## src/rtl/uart_pkg.sv

```systemverilog
// Shared register map, bit positions and TX FSM states for the buffered UART peripheral.
package uart_pkg;

  localparam logic [1:0] REG_DATA   = 2'd0;
  localparam logic [1:0] REG_STATUS = 2'd1;
  localparam logic [1:0] REG_CTRL   = 2'd2;

  localparam int ST_RX_NEMPTY = 0;
  localparam int ST_RX_FULL   = 1;
  localparam int ST_TX_EMPTY  = 2;
  localparam int ST_TX_FULL   = 3;
  localparam int ST_TX_BUSY   = 4;
  localparam int ST_RX_OVF    = 5;
  localparam int ST_TX_OVF    = 6;
  localparam int ST_RX_BRK    = 7;

  localparam int CTRL_RX_EN      = 0;
  localparam int CTRL_TX_EN      = 1;
  localparam int CTRL_IRQ_RX_EN  = 2;
  localparam int CTRL_IRQ_TXE_EN = 3;

  localparam logic [3:0] CTRL_RESET = 4'h3;

  typedef enum logic [1:0] {
    TX_IDLE,
    TX_LOAD,
    TX_WAIT
  } tx_state_t;

endpackage

```

## src/rtl/uart_fifo_ctrl_if.sv

```systemverilog
// CPU-side register bus of the UART peripheral; the address decoder has already qualified the strobes.
interface uart_fifo_ctrl_if;
  logic [31:0] addr;
  logic [31:0] wdata;
  logic        wen;
  logic        ren;
  logic [31:0] rdata;

  modport master (output addr, wdata, wen, ren, input rdata);
  modport slave  (input addr, wdata, wen, ren, output rdata);
endinterface

```

## src/rtl/uart_rx.sv

```systemverilog
// Serial receive engine: 8N1 frames sampled near bit centre, one-cycle valid pulse, break on an all-zero frame.
module uart_rx #(
  parameter int CLK_HZ       = 10_000_000,
  parameter int BIT_RATE     = 9600,
  parameter int PAYLOAD_BITS = 8
) (
  input  logic                    clk,
  input  logic                    rst_n,
  input  logic                    uart_rxd,
  output logic                    uart_rx_break,
  output logic                    uart_rx_valid,
  output logic [PAYLOAD_BITS-1:0] uart_rx_data
);
  localparam int CPB = CLK_HZ / BIT_RATE;
  localparam int CCW = $clog2(CPB + 1);
  localparam int IW  = $clog2(PAYLOAD_BITS + 2);

  logic                    rxd_meta;
  logic                    rxd_s;
  logic                    rxd_prev;
  logic                    active;
  logic [CCW-1:0]          cyc;
  logic [IW-1:0]           idx;
  logic [PAYLOAD_BITS-1:0] shreg;

  // idx 0 is the start bit, 1..PAYLOAD_BITS the data bits, the last one the stop bit
  always_ff @(posedge clk) begin
    if (!rst_n) begin
      rxd_meta      <= 1'b1;
      rxd_s         <= 1'b1;
      rxd_prev      <= 1'b1;
      active        <= 1'b0;
      cyc           <= '0;
      idx           <= '0;
      shreg         <= '0;
      uart_rx_valid <= 1'b0;
      uart_rx_break <= 1'b0;
      uart_rx_data  <= '0;
    end else begin
      rxd_meta      <= uart_rxd;
      rxd_s         <= rxd_meta;
      rxd_prev      <= rxd_s;
      uart_rx_valid <= 1'b0;
      uart_rx_break <= 1'b0;
      if (!active) begin
        if (rxd_prev && !rxd_s) begin
          active <= 1'b1;
          idx    <= '0;
          cyc    <= CCW'(CPB / 2);
        end
      end else if (cyc != '0) begin
        cyc <= cyc - 1'b1;
      end else begin
        cyc <= CCW'(CPB - 1);
        idx <= idx + 1'b1;
        if (idx == '0) begin
          if (rxd_s) active <= 1'b0;
        end else if (idx <= IW'(PAYLOAD_BITS)) begin
          shreg <= {rxd_s, shreg[PAYLOAD_BITS-1:1]};
        end else begin
          active <= 1'b0;
          if (rxd_s) begin
            uart_rx_valid <= 1'b1;
            uart_rx_data  <= shreg;
          end else if (shreg == '0) begin
            uart_rx_break <= 1'b1;
          end
        end
      end
    end
  end

endmodule

```

## src/rtl/uart_sync_fifo.sv

```systemverilog
// Synchronous first-word-fall-through FIFO; a pop on a full FIFO frees room for a same-cycle push.
module uart_sync_fifo #(
  parameter int WIDTH = 8,
  parameter int DEPTH = 16
) (
  input  logic                   clk,
  input  logic                   rst_n,
  input  logic                   push,
  input  logic                   pop,
  input  logic [WIDTH-1:0]       wdata,
  output logic [WIDTH-1:0]       rdata,
  output logic                   full,
  output logic                   empty,
  output logic [$clog2(DEPTH):0] count
);
  localparam int AW = $clog2(DEPTH);
  localparam int CW = AW + 1;

  logic [WIDTH-1:0] mem [DEPTH];
  logic [AW-1:0]    wr_ptr;
  logic [AW-1:0]    rd_ptr;
  logic             do_push;
  logic             do_pop;

  assign full    = (count == CW'(DEPTH));
  assign empty   = (count == '0);
  assign do_pop  = pop & ~empty;
  assign do_push = push & (~full | do_pop);
  assign rdata   = mem[rd_ptr];

  always_ff @(posedge clk) begin
    if (!rst_n) begin
      wr_ptr <= '0;
      rd_ptr <= '0;
      count  <= '0;
    end else begin
      if (do_push) wr_ptr <= wr_ptr + 1'b1;
      if (do_pop)  rd_ptr <= rd_ptr + 1'b1;
      if (do_push && !do_pop)      count <= count + 1'b1;
      else if (!do_push && do_pop) count <= count - 1'b1;
    end
  end

  always_ff @(posedge clk) begin
    if (do_push) mem[wr_ptr] <= wdata;
  end

endmodule

```

## src/rtl/uart_tx.sv

```systemverilog
// Serial transmit engine: launches one 8N1 frame per uart_tx_en while idle; busy covers start through stop bit.
module uart_tx #(
  parameter int CLK_HZ       = 10_000_000,
  parameter int BIT_RATE     = 9600,
  parameter int PAYLOAD_BITS = 8
) (
  input  logic                    clk,
  input  logic                    rst_n,
  output logic                    uart_txd,
  output logic                    uart_tx_busy,
  input  logic                    uart_tx_en,
  input  logic [PAYLOAD_BITS-1:0] uart_tx_data
);
  localparam int CPB = CLK_HZ / BIT_RATE;
  localparam int CCW = $clog2(CPB + 1);
  localparam int BW  = $clog2(PAYLOAD_BITS + 2);

  logic [CCW-1:0]          cyc;
  logic [BW-1:0]           bits_left;
  logic [PAYLOAD_BITS-1:0] shreg;

  // The shift register back-fills ones so the final shifted-out bit is the stop bit
  always_ff @(posedge clk) begin
    if (!rst_n) begin
      uart_txd     <= 1'b1;
      uart_tx_busy <= 1'b0;
      cyc          <= '0;
      bits_left    <= '0;
      shreg        <= '0;
    end else if (!uart_tx_busy) begin
      if (uart_tx_en) begin
        uart_tx_busy <= 1'b1;
        uart_txd     <= 1'b0;
        shreg        <= uart_tx_data;
        bits_left    <= BW'(PAYLOAD_BITS + 1);
        cyc          <= CCW'(CPB - 1);
      end
    end else if (cyc != '0) begin
      cyc <= cyc - 1'b1;
    end else if (bits_left != '0) begin
      uart_txd  <= shreg[0];
      shreg     <= {1'b1, shreg[PAYLOAD_BITS-1:1]};
      bits_left <= bits_left - 1'b1;
      cyc       <= CCW'(CPB - 1);
    end else begin
      uart_tx_busy <= 1'b0;
    end
  end

endmodule

```

## src/rtl/uart_fifo_ctrl.sv

```systemverilog
// Memory-mapped UART with TX/RX FIFOs, sticky error flags and a level interrupt,
// wrapping the uart_rx/uart_tx serial engines.
module uart_fifo_ctrl
  import uart_pkg::*;
#(
  parameter int CLK_HZ       = 10_000_000,
  parameter int BIT_RATE     = 9600,
  parameter int PAYLOAD_BITS = 8,
  parameter int TX_DEPTH     = 16,
  parameter int RX_DEPTH     = 16
) (
  input  logic            clk,
  input  logic            rst_n,
  input  logic            uart_rxd,
  output logic            uart_txd,
  uart_fifo_ctrl_if.slave bus,
  output logic            irq
);
  localparam int TCW = $clog2(TX_DEPTH) + 1;
  localparam int RCW = $clog2(RX_DEPTH) + 1;

  logic [1:0]              sel;
  logic                    data_wr, status_wr, ctrl_wr, data_rd;
  logic [3:0]              ctrl;
  logic                    rx_ovf, tx_ovf, rx_brk;
  logic                    tx_push, tx_pop, tx_full, tx_empty;
  logic [PAYLOAD_BITS-1:0] tx_rdata;
  logic [TCW-1:0]          tx_count;
  logic                    rx_push, rx_pop, rx_full, rx_empty;
  logic [PAYLOAD_BITS-1:0] rx_rdata;
  logic [RCW-1:0]          rx_count;
  logic                    uart_rx_valid, uart_rx_break;
  logic [PAYLOAD_BITS-1:0] uart_rx_data;
  logic                    uart_tx_busy, uart_tx_en;
  logic [PAYLOAD_BITS-1:0] tx_byte;
  tx_state_t               state, state_next;
  logic                    seen_busy;
  logic                    tx_busy;
  logic                    tx_drop, rx_drop;
  logic [31:0]             status;
  logic                    unused_bits;

  assign unused_bits = ^{bus.addr[31:4], bus.addr[1:0], bus.wdata[31:8]};

  assign sel       = bus.addr[3:2];
  assign data_wr   = bus.wen && (sel == REG_DATA);
  assign status_wr = bus.wen && (sel == REG_STATUS);
  assign ctrl_wr   = bus.wen && (sel == REG_CTRL);
  assign data_rd   = bus.ren && (sel == REG_DATA);

  assign tx_push = data_wr;
  assign rx_push = uart_rx_valid & ctrl[CTRL_RX_EN];
  assign rx_pop  = data_rd & ~rx_empty;
  // A byte is only lost when full and no same-cycle pop frees a slot
  assign tx_drop = tx_push & tx_full & ~tx_pop;
  assign rx_drop = rx_push & rx_full & ~rx_pop;
  assign tx_busy = (state != TX_IDLE) | uart_tx_busy;

  uart_sync_fifo #(.WIDTH(PAYLOAD_BITS), .DEPTH(TX_DEPTH)) u_tx_fifo (
    .clk(clk), .rst_n(rst_n), .push(tx_push), .pop(tx_pop),
    .wdata(bus.wdata[PAYLOAD_BITS-1:0]), .rdata(tx_rdata),
    .full(tx_full), .empty(tx_empty), .count(tx_count)
  );

  uart_sync_fifo #(.WIDTH(PAYLOAD_BITS), .DEPTH(RX_DEPTH)) u_rx_fifo (
    .clk(clk), .rst_n(rst_n), .push(rx_push), .pop(rx_pop),
    .wdata(uart_rx_data), .rdata(rx_rdata),
    .full(rx_full), .empty(rx_empty), .count(rx_count)
  );

  uart_rx #(.CLK_HZ(CLK_HZ), .BIT_RATE(BIT_RATE), .PAYLOAD_BITS(PAYLOAD_BITS)) u_uart_rx (
    .clk(clk), .rst_n(rst_n), .uart_rxd(uart_rxd), .uart_rx_break(uart_rx_break),
    .uart_rx_valid(uart_rx_valid), .uart_rx_data(uart_rx_data)
  );

  uart_tx #(.CLK_HZ(CLK_HZ), .BIT_RATE(BIT_RATE), .PAYLOAD_BITS(PAYLOAD_BITS)) u_uart_tx (
    .clk(clk), .rst_n(rst_n), .uart_txd(uart_txd), .uart_tx_busy(uart_tx_busy),
    .uart_tx_en(uart_tx_en), .uart_tx_data(tx_byte)
  );

  always_ff @(posedge clk) begin
    if (!rst_n) begin
      state     <= TX_IDLE;
      seen_busy <= 1'b0;
      tx_byte   <= '0;
    end else begin
      state <= state_next;
      if (tx_pop) tx_byte <= tx_rdata;
      if (state != TX_WAIT)  seen_busy <= 1'b0;
      else if (uart_tx_busy) seen_busy <= 1'b1;
    end
  end

  // WAIT must see the engine go busy before trusting a low busy as frame done
  always_comb begin
    state_next = state;
    tx_pop     = 1'b0;
    uart_tx_en = 1'b0;
    case (state)
      TX_IDLE: begin
        if (ctrl[CTRL_TX_EN] && !tx_empty && !uart_tx_busy) begin
          state_next = TX_LOAD;
          tx_pop     = 1'b1;
        end
      end
      TX_LOAD: begin
        uart_tx_en = 1'b1;
        state_next = TX_WAIT;
      end
      TX_WAIT: begin
        if (seen_busy && !uart_tx_busy) state_next = TX_IDLE;
      end
      default: state_next = TX_IDLE;
    endcase
  end

  always_comb begin
    status                = '0;
    status[ST_RX_NEMPTY]  = ~rx_empty;
    status[ST_RX_FULL]    = rx_full;
    status[ST_TX_EMPTY]   = tx_empty;
    status[ST_TX_FULL]    = tx_full;
    status[ST_TX_BUSY]    = tx_busy;
    status[ST_RX_OVF]     = rx_ovf;
    status[ST_TX_OVF]     = tx_ovf;
    status[ST_RX_BRK]     = rx_brk;
    status[15:8]          = 8'(rx_count);
    status[23:16]         = 8'(tx_count);
  end

  // Sticky flags: a same-cycle set overrides a write-one-to-clear
  always_ff @(posedge clk) begin
    if (!rst_n) begin
      ctrl      <= CTRL_RESET;
      rx_ovf    <= 1'b0;
      tx_ovf    <= 1'b0;
      rx_brk    <= 1'b0;
      irq       <= 1'b0;
      bus.rdata <= '0;
    end else begin
      if (ctrl_wr) ctrl <= bus.wdata[3:0];
      rx_ovf <= rx_drop | (rx_ovf & ~(status_wr & bus.wdata[ST_RX_OVF]));
      tx_ovf <= tx_drop | (tx_ovf & ~(status_wr & bus.wdata[ST_TX_OVF]));
      rx_brk <= uart_rx_break | (rx_brk & ~(status_wr & bus.wdata[ST_RX_BRK]));
      irq    <= (ctrl[CTRL_IRQ_RX_EN] & ~rx_empty)
              | (ctrl[CTRL_IRQ_TXE_EN] & tx_empty & ~tx_busy)
              | rx_ovf | tx_ovf;
      if (bus.ren) begin
        case (sel)
          REG_DATA:   bus.rdata <= rx_empty ? 32'h0 : 32'(rx_rdata);
          REG_STATUS: bus.rdata <= status;
          REG_CTRL:   bus.rdata <= {28'h0, ctrl};
          default:    bus.rdata <= 32'h0;
        endcase
      end
    end
  end

endmodule

```

## src/flat_wrapper.sv

```systemverilog
// flat-port wrapper written by rule: the top's interface ports become plain ports
module uart_fifo_ctrl_flat import uart_pkg::*;
#(
  parameter int CLK_HZ       = 10_000_000,
  parameter int BIT_RATE     = 9600,
  parameter int PAYLOAD_BITS = 8,
  parameter int TX_DEPTH     = 16,
  parameter int RX_DEPTH     = 16
)
  (clk, rst_n, uart_rxd, uart_txd, irq, bus_addr, bus_wdata, bus_wen, bus_ren, bus_rdata);
  uart_fifo_ctrl_if bus_i ();
  input  logic clk;
  input  logic rst_n;
  input  logic uart_rxd;
  output logic uart_txd;
  output logic irq;
  input wire logic [$bits(bus_i.addr)-1:0] bus_addr;
  input wire logic [$bits(bus_i.wdata)-1:0] bus_wdata;
  input wire logic [$bits(bus_i.wen)-1:0] bus_wen;
  input wire logic [$bits(bus_i.ren)-1:0] bus_ren;
  output wire logic [$bits(bus_i.rdata)-1:0] bus_rdata;
  assign bus_i.addr = bus_addr;
  assign bus_i.wdata = bus_wdata;
  assign bus_i.wen = bus_wen;
  assign bus_i.ren = bus_ren;
  assign bus_rdata = bus_i.rdata;
  uart_fifo_ctrl #(.CLK_HZ(CLK_HZ), .BIT_RATE(BIT_RATE), .PAYLOAD_BITS(PAYLOAD_BITS), .TX_DEPTH(TX_DEPTH), .RX_DEPTH(RX_DEPTH)) u_core (.clk(clk), .rst_n(rst_n), .uart_rxd(uart_rxd), .uart_txd(uart_txd), .bus(bus_i), .irq(irq));
endmodule
```

## config.mk

```make
export PLATFORM = sky130hd
export DESIGN_NAME = uart_fifo_ctrl_flat
export DESIGN_NICKNAME = d
export VERILOG_FILES = /design/src/rtl/uart_pkg.sv /design/src/rtl/uart_fifo_ctrl_if.sv /design/src/rtl/uart_rx.sv /design/src/rtl/uart_sync_fifo.sv /design/src/rtl/uart_tx.sv /design/src/rtl/uart_fifo_ctrl.sv /design/src/flat_wrapper.sv
export SDC_FILE = /design/constraint.sdc
export NUM_CORES = 1
export LEC_CHECK = 0
export ABC_AREA = 1
export BUFFER_PORTS_ARGS = -buffer_cell sky130_fd_sc_hd__buf_4
export CORE_MARGIN = 4
export CORE_UTILIZATION = 55
export DETAILED_ROUTE_END_ITERATION = 8
export HOLD_SLACK_MARGIN = 0.12
export PLACE_DENSITY = 0.73
export SYNTH_ARGS = -nofsm -noshare
export SYNTH_HDL_FRONTEND = slang
export SYNTH_SLANG_ARGS = --single-unit
```

## constraint.sdc

```tcl
create_clock -name clk -period 2.75 [get_ports clk]
set_input_delay 0 -clock clk [delete_from_list [all_inputs] [get_ports clk]]
set_output_delay 0 -clock clk [all_outputs]
set_load 0.1 [all_outputs]
```

==> reports/results.ini, run 1 <==
[status]
outcome = finished, final reports clean

[cts]
cts_buffer_depth = 3
cts_tree = built
h-tree-depth = 2
insertion_delay_ps = 530
root_buffer = clkbuf_16
numCtsBuffers = 39
path_clk_slew_ps = 60
clock_sinks = 385

[global_routing]
antenna_found_initial = 0
grt_max_degree = 66
grt_usage_pct = 21.53
grt_first_pass_wirelength_microns = 57290
grt_overflow = 0
grt_pass1_vias = 11060

[final_layout]
multi_input_area_sq_um = 5121
nNetsFinal = 1762
seqCellArea_sq_um = 10270
fillers = 2268
final_core_util_pct = 63.69
diodes = 0
final_cell_area_sq_um = 18380
drive_gt1_share_pct = 10.60
area_growth_pct = 13.58

[sta]
fmax_ghz = 0.4038
drv_slew = 0
fin_crit_sh_pct = 90.05
hold_slack_ps = 245.0
relSlewSlack_pct = 45.47
period_needed_ps = 2476
tns_ps = 0
rsz0062_at_grt = no
setup_viol = 0
skew_ps = 16.35
tightest_slew_ps = 814.9
hold_viol_final = 0

[setup_path]
path_delay_family = buffers and inverters
critPathArrivalTime_ps = 2950
path_common_cell = nand2_1
cp-start-kind = flip-flop
end_kind = flip-flop
crit_slowest_cell = dlygate4sd3_1
crit_fanout = 65
crit_chain = buf_4 -> nand2_1 -> nand3_1 -> nand3_1 -> nand2_1 -> nand2_1 -> nand2_1 -> nand2_1 -> nand2_1 -> nand2_1 -> a21oi_1 -> dlygate4sd3_1
path_buf_inv = 2
cp.required_ps = 3220
max_stage_delay_ps = 560
path_class = reg -> reg

[placed_design]
dpl_cell_area_sq_um = 16870
io_buffers = 34
place_hpwl_microns = 22440
gp_congestion = 0.8793

[drt]
post_drt_wl_per_cell_microns = 17.11
antenna_left = 0
vias_per_cell = 5.523
drtIter0Drc = 880
wl_microns = 35610
drc = 0
vias = 11500
drt_first_pass_iters = 5

[floorplan]
num_rows = 62
fp.dieW_microns = 179.5
dieArea_sq_um = 32230
die_h_microns = 179.5
core_area_sq_um = 28860
io-pin-count = 103
start_util_pct = 56.08

[yosys]
synth_top_area_cell = edfxtp_1
yosys_most_used_dff = edfxtp_1
synth_largest_type_area_fraction_pct = 47.50
syn_inst = 1606
synth_seq_area_share_pct = 63.46
ys_types = 49
synth_area_sq_um = 16180
synthArstFlopShare_pct = 0
ys_seq_elements = 385
syn_area_per_cell_sq_um = 10.08
yosysWarnings = 0
synthTopCellsByArea = edfxtp_1, dfxtp_1, nand2_1, nor2_1, o21ai_0
synth_edf_count = 256

[power_and_ir_drop]
p_leak_uw = 0.006863
clockPowerShare_pct = 34.5
netSwitchingPower_uw = 4508
seq_power_share_pct = 44.1
vdd_drop_max_mv = 0.8831
switching_share_pct = 29.87
combPwrFrac_pct = 21.4
p_total_uw = 15090
p_int_uw = 10590
p_per_area_nw_per_um2 = 821.2

[worst_hold_path]
hold_class = in -> reg

[flow_run]
maxCapViolations = 0

==> power by group through the flow <==
stage          Combinational [uW]  Clock, uW  Sequential, uW
4_1_cts                      3190       5310            6650
2_1_floorplan                2380          0            6860
5_1_grt                      3660       5560            6690
3_5_place_dp                 3160          0            6770
6_report                     3230       5210            6660
3_3_place_gp                 3070          0            6760
==> sequential cells by signal (all words and copies together), names as in the netlist, 8 cells and up, named ones only <==
name and count:
u_core.bus.rdata 18, u_core.u_tx_fifo.mem 128, u_core.u_uart_rx.shreg 8, u_core.u_uart_tx.cyc 11, u_core.u_uart_rx.uart_rx_data 8, u_core.tx_byte 8, u_core.u_uart_rx.cyc 11, u_core.u_rx_fifo.mem 128
u_core.u_uart_tx.shreg 8
==> synthesized netlist by cell type (2+ instances only) <==
library cell	instances
buf_4	18
a211oi_1	5
or2_2	2
buf_6	2
nor4_1	6
o211ai_1	41
nand2_2	2
inv_2	10
nor2_4	2
o22ai_1	8
a21oi_1	90
buf_1	4
buf_2	31
edfxtp_1	256
a22oi_1	3
ha_1	23
and3_1	2
o21ai_2	3
o21ai_1	4
nand3_1	102
clkinv_1	2
xor2_1	11
dfxtp_1	129
nor3_1	9
nor2_2	4
nor2_1	238
clkbuf_1	32
xnor2_1	10
nand2_1	264
inv_1	98
o21ai_0	163
nand4_1	8
a21oi_2	3
a31oi_1	5
fa_1	2
==> cell families (layout without fill, tap and decap cells) <==
kind of cell,after synthesis,in the layout,synth area share [%]
buffers and inverters,199,278,5.451
AOI/OAI and AO/OA,329,329,11.25
and+or+nand+nor,646,646,16.65
other,1,14,0.02317
xor gates and xnor gates,21,21,1.136
DFF,385,385,63.46
adders and majority gates,25,25,2.026
==> worst reg2reg max path, stage by stage, from the launching register on <==
cell	delay (ps)
dfxtp_2	340
buf_4	510
nand2_1	170
nand3_1	130
nand3_1	130
nand2_1	130
nand2_1	80
nand2_1	100
nand2_1	50
nand2_1	60
nand2_1	50
a21oi_1	130
dlygate4sd3_1	560
==> per-layer routing <==
metal	global-route usage [%]	vias up	part of all wire (%)
met1	28.94	5477	43
li1	-	5617	-
met2	36.19	337	49
met3	3.577	67	5.9
met4	6.736	0	2.5
met5	0	-	0
==> final timing paths <==
path,startpoint,end,slack [ps],cells past startpoint
setup reg to reg,flip-flop,u_core.bus.rdata[1],270,12
hold / removal,uart_rxd,u_core.u_uart_rx.rxd_meta,250,3
hold reg to reg,u_core.u_uart_rx.rxd_meta,u_core.u_uart_rx.rxd_s,430,1
setup / recovery,flip-flop,u_core.bus.rdata[1],270,12
==> per-stage QoR <==
step                      setup WS, ps  instances
after global placement           160.4       1992
after detailed placement         84.42       1992
after global routing             9.847       2082
after CTS                        75.10       2080
final                            273.6       2082
after floorplan                  301.8       1619
==> cells in the final DEF, fill, tap and decap left out, types with 5 or more instances in the layout <==
cell           synthesis  layout
a21oi_1               90      90
a31oi_1                5       5
buf_4                 18      76
clkbuf_1              32      11
clkbuf_16              0      42
clkbuf_8               0       7
clkinv_2               0       7
conb_1                 1      14
dfxtp_1              129     126
dlygate4sd3_1          0      17
edfxtp_1             256     256
ha_1                  23      21
inv_1                 98      98
inv_2                 10      10
nand2_1              264     264
nand3_1              102     102
nand4_1                8       8
nor2_1               238     237
nor2_2                 4       5
nor3_1                 9       9
nor4_1                 6       6
o211ai_1              41      41
o21ai_0              163     162
o21ai_1                4       5
o22ai_1                8       8
xnor2_1               10      10
xor2_1                11      11
==> final cells by class <==
cell class / count / share of cell area (%)
Sequential cell: 385 / 55.90
Tap cell: 384 / 2.614
Clock buffer: 60 / 6.467
Timing Repair Buffer: 96 / 4.357
Multi-Input combinational cell: 1035 / 27.86
Clock inverter: 11 / 0.5242
Inverter: 111 / 2.280
==> timing repair <==
action	4_1_cts	5_1_grt
endpoints found under the setup margin	0	4
hold buffers	17	0
endpoints found under the hold margin	182	0
setup buffers	0	2
gates resized for setup	0	9
Note: power is estimated with default switching activity, not from simulation.
==> run 2, diff against run 1 <==
Settings changed: ABC_AREA 1 to not set, SLEW_MARGIN set to 40.
==> run 2 against run 1 <==
Via count shrank 17%. Critical path depth fell by 3. Power is 1.6% lower. First-iteration DRC count decreased by 11%. Combinational power is 11% lower. Die area down 1.7%. Design area about the same. Synthesized cell count decreased by 29%. Wire length shrank 9.0%. Worst setup slack got worse by 150 ps. Largest power group unchanged.
==> reports/results.ini, run 2 <==
[final_layout]
seqCellArea_sq_um = 10270
fillers = 1940
final_common_cell = edfxtp_1
final_cell_mix = edfxtp_1, dfxtp_1, nor2_1
diodes = 0
area_growth_pct = 15.52
drive_gt1_share_pct = 20.43
nNetsFinal = 1328
multi_input_area_sq_um = 5215
reg_top3 = u_core.u_rx_fifo.mem: 128 flops, u_core.u_tx_fifo.mem: 128 flops, u_core.bus.rdata: 18 flops

[drt]
post_drt_wl_per_cell_microns = 19.75
antenna_left = 0
wl_microns = 32410
drtIter0Drc = 786
vias = 9536
drc = 0
drt_first_pass_iters = 6
vias_per_cell = 5.811

[floorplan]
core_area_sq_um = 28160
dieArea_sq_um = 31690
fp.dieW_microns = 178.0
die_h_microns = 178.0
start_util_pct = 56.45
io-pin-count = 103
num_rows = 61

[global_routing]
grt_pass1_vias = 9504
antenna_found_initial = 0
grt_overflow = 0
grt_usage_pct = 21.14
grt_first_pass_wirelength_microns = 52470
grt_max_degree = 36

[yosys]
synth_seq_area_share_pct = 64.59
syn_inst = 1135
yosysWarnings = 0
yosys_most_used_dff = edfxtp_1
netlist_top_cells_count = edfxtp_1, dfxtp_1, nor2_1
synth_top_area_cell = edfxtp_1
synthArstFlopShare_pct = 0
ys_seq_elements = 385
ys_types = 74
synth_edf_count = 256
synth_largest_type_area_fraction_pct = 48.35
synthTopCellsByArea = edfxtp_1, dfxtp_1, mux4_2, mux2i_1, nor2_1
synth.most_common_cell = edfxtp_1
synth_area_sq_um = 15900
syn_area_per_cell_sq_um = 14.01

[sta]
setup_viol = 0
fin_crit_sh_pct = 95.32
skew_ps = 16.09
fmax_ghz = 0.3815
relSlewSlack_pct = 49.95
tightest_slew_ps = 749.2
hold_slack_ps = 342.2
hold_viol_final = 0
drv_slew = 0
rsz0062_at_grt = yes
period_needed_ps = 2621

[setup_path]
end_kind = flip-flop
crit_fanout = 5
cp.required_ps = 3190
critPathArrivalTime_ps = 3070
cp-start-kind = flip-flop
cp-startpoint = u_core.state[1]
r2r_start = u_core.state[1]
path_class = reg -> reg

[power_and_ir_drop]
p_total_uw = 14860
vdd_drop_max_mv = 0.5014
p_per_area_nw_per_um2 = 808.9
p_leak_uw = 0.006409

[cts]
clock_sinks = 385
cts_setup_buffers = 0
cts_buffer_depth = 3
numCtsBuffers = 39
h-tree-depth = 2
root_buffer = clkbuf_16
path_clk_slew_ps = 60
insertion_delay_ps = 530
cts_tree = built

[flow_run]
maxCapViolations = 0

[placed_design]
io_buffers = 34
place_hpwl_microns = 21060
gp_congestion = 0.8398

[status]
outcome = finished, final reports clean

[worst_hold_path]
hold_class = in -> reg
hold_start = bus_wdata[4]

[run 2: cell count changes after synthesis, moves of 59 or more]
cell / change
inv_1: -66
mux4_2: +59
nand2_1: -202
nand3_1: -61
nor2_1: -129
o21ai_0: -139
[run 2: power breakdown]
part / internal [uW] / switching, uW
clock network: 3170 / 2120
logic: 1190 / 1660
registers: 6430 / 276
[run 2: worst max-delay path, stage by stage (launching register included)]
cell,delay (ps)
dfxtp_1,340
or4b_4,600
a31oi_4,230
ha_4,180
inv_1,80
ha_1,340
a21o_1,190
a21oi_1,170
mux2i_1,240
mux2i_1,190
[run 2: repair_timing]
| action | in CTS | in global routing |
|---|---|---|
| hold buffers | 22 | 0 |
| setup endpoints to repair | 0 | 2 |
| resized for setup | 0 | 3 |
| hold endpoints to repair | 187 | 0 |
[run 2: kinds of logic (layout without fill, tap and decap cells)]
family                   after synthesis  count (layout)  synth area share, %
AND/OR/NAND/NOR                      312             312                9.656
multiplexers                         124             124                12.54
XOR/XNOR                              21              21                1.157
buffers and inverters                109             224                3.156
adder cells (fa/ha/maj)               25              25                2.062
flip-flops                           385             385                64.59
AO/OA/AOI/OAI                        158             158                6.815
other                                  1              14              0.02359
[run 2: area by class of cell]
type	instances	area share [%]
clock buffers	54	5.954
clock inverters	16	1.090
inverters	33	0.6744
multi-input cells	654	28.39
flip-flops and latches	385	55.93
well taps	378	2.575
repair buffers	121	5.382
[run 2: final timing paths]
kind,end,slack (ps),cells after the start
setup / recovery,u_core.u_tx_fifo.count[4],130,9
hold / removal,u_core.u_tx_fifo.mem[15][4],340,2
setup reg to reg,u_core.u_tx_fifo.count[4],130,9
hold reg to reg,u_core.u_uart_rx.rxd_s,420,1
[run 2: layer usage]
layer / track usage [%] / wire [microns] / share of wire, % / vias up
li1: - / - / - / 4447
met1: 30.46 / 14300 / 44 / 4742
met2: 33.66 / 15340 / 47 / 289
met3: 3.646 / 1975 / 6.1 / 58
met4: 5.930 / 787 / 2.4 / 0
met5: 0 / 0 / 0 / -
[run 2: metrics by stage]
stage	worst slack, ps	instances	instance area [sq um]	utilization, %	TNS [ps]
finish	128.6	1641	18370	65.21	0
global route	-5.866	1641	18370	65.21	-5.866
CTS	39.52	1641	18350	65.14	0
detailed placement	69.29	1549	16830	59.76	0
global placement	120.8	1549	16830	59.76	0
floorplan	30.18	1148	15970	-	0
==> run 3, diff against run 2 <==
Settings changed: BUFFER_PORTS_ARGS -buffer_cell sky130_fd_sc_hd__buf_4 to -buffer_cell sky130_fd_sc_hd__clkbuf_2, SLEW_MARGIN 40 to 5, TNS_END_PERCENT set to 50.
==> run 3 against run 2 <==
Wire length up 3.5%. Die area is the same. Sequential cell count did not move. Final cell count decreased by 0.43%. Largest power group unchanged. Design area fell by 0.95%. Critical endpoint unchanged. Clock power is 2% lower. Combinational power about the same.
==> reports/results.ini, run 3 (same netlist as run 2, synthesis figures left out) <==
[status]
outcome = finished, final reports clean

[power_and_ir_drop]
vdd_drop_max_mv = 0.4948
p_leak_uw = 0.006341
p_total_uw = 14800
p_per_area_nw_per_um2 = 813.6

[setup_path]
critPathArrivalTime_ps = 3090
r2r_cells = 9
cp-start-kind = flip-flop
path_class = reg -> reg
worstSetupEndpoint = u_core.u_tx_fifo.count[4]
r2r_end = u_core.u_tx_fifo.count[4]
r2r_start = u_core.state[1]
reg2reg_slack_ps = 120
cp-startpoint = u_core.state[1]
end_kind = flip-flop
crit_fanout = 5
cp.required_ps = 3210

[global_routing]
grt_pass1_vias = 9559
grt_overflow = 0
grt_first_pass_wirelength_microns = 53500
antenna_found_initial = 0
grt_usage_pct = 21.74
grt_max_degree = 55

[sta]
period_needed_ps = 2629
setup_viol = 0
drv_slew = 0
skew_ps = 26.94
fin_crit_sh_pct = 95.60
fmax_ghz = 0.3804
relSlewSlack_pct = 39.49
tightest_slew_ps = 906.4
hold_viol_final = 0

[placed_design]
placed_cells = 1543
gp_congestion = 0.8389
place_hpwl_microns = 21380
io_buffers = 34

[drt]
drtIter0Drc = 945
drc = 0
vias = 9601
wl_microns = 33540
vias_per_cell = 5.876
post_drt_wl_per_cell_microns = 20.53
antenna_left = 0
drt_first_pass_iters = 5

[worst_hold_path]
hold_class = in -> reg

[cts]
cts_setup_buffers = 0
clock_sinks = 385
insertion_delay_ps = 540
path_clk_slew_ps = 60
h-tree-depth = 2
cts_buffer_depth = 3
numCtsBuffers = 41
root_buffer = clkbuf_16
cts_tree = built

[floorplan]
io-pin-count = 103
start_util_pct = 56.45
fp.dieW_microns = 178.0
die_h_microns = 178.0
dieArea_sq_um = 31690
core_area_sq_um = 28160
num_rows = 61

[final_layout]
diodes = 0
nNetsFinal = 1321
final_cell_mix = edfxtp_1, dfxtp_1, nor2_1
fillers = 2019
area_growth_pct = 14.42
stdcell_count = 1634
drive_gt1_share_pct = 19.98
reg_top3 = u_core.u_rx_fifo.mem: 128 flops, u_core.u_tx_fifo.mem: 128 flops, u_core.bus.rdata: 18 flops
final_core_util_pct = 64.60
final_common_cell = edfxtp_1

[flow_run]
maxCapViolations = 0

==> run 3: worst max-delay path: stages, from the launching register on <==
cell	delay (ps)
dfxtp_1	340
or4b_4	590
a31oi_4	220
ha_4	180
inv_1	80
ha_1	340
a21o_1	200
a21oi_2	160
mux2i_1	250
mux2i_1	190
==> run 3: cell type report <==
class / instances / area [sq um] / area share (%)
clock buffer: 53 / 1132 / 6.224
clock inverter: 19 / 143.9 / 0.7909
inverter: 33 / 123.9 / 0.6809
multi-input combinational: 654 / 5219 / 28.69
sequential: 385 / 10270 / 56.47
tap: 378 / 473.0 / 2.600
timing repair buffer: 112 / 828.3 / 4.553
==> run 3: worst min-delay path by stage <==
stage	startpoint	to	depth (start not counted)
4_1_cts	uart_rxd	u_core.u_uart_rx.rxd_meta	3
6_report	uart_rxd	u_core.u_uart_rx.rxd_meta	3
2_1_floorplan	bus_wdata[0]	u_core.u_tx_fifo.mem[0][0]	0
3_3_place_gp	uart_rxd	u_core.u_uart_rx.rxd_meta	2
5_1_grt	uart_rxd	u_core.u_uart_rx.rxd_meta	3
3_5_place_dp	uart_rxd	u_core.u_uart_rx.rxd_meta	2
==> run 3: timing repair <==
action                                  CTS  global route
hold buffers                             19             0
hold endpoints to repair                170             0
endpoints found under the setup margin    0             2
gates resized for setup                   0             4
==> run 3: power by group <==
group / switching, uW / leakage (uW) / internal [uW]
Combinational: 1670 / 0.00232 / 1190
Clock: 2180 / 0.000630 / 3010
Sequential: 310 / 0.00339 / 6440
Total: 4170 / 0.00634 / 10600
==> run 3: routing by layer <==
metal  routed length, microns  GRT usage (%)
met1                    14470          30.80
met2                    16360          35.34
met3                     2084          3.794
met4                      623          5.736
met5                        0              0
==> run 3: stage by stage <==
step | instance area, sq um | TNS [ps] | hold WS (ps) | setup WS (ps)
after global routing | 18190 | -4.211 | 204.1 | -4.211
after global placement | 16700 | 0 | 191.6 | 134.8
final | 18190 | 0 | 207.2 | 121.1
after floorplan | 15970 | 0 | 98.87 | 30.18
after detailed placement | 16700 | 0 | 201.4 | 65.82
after CTS | 18170 | 0 | 191.3 | 64.72
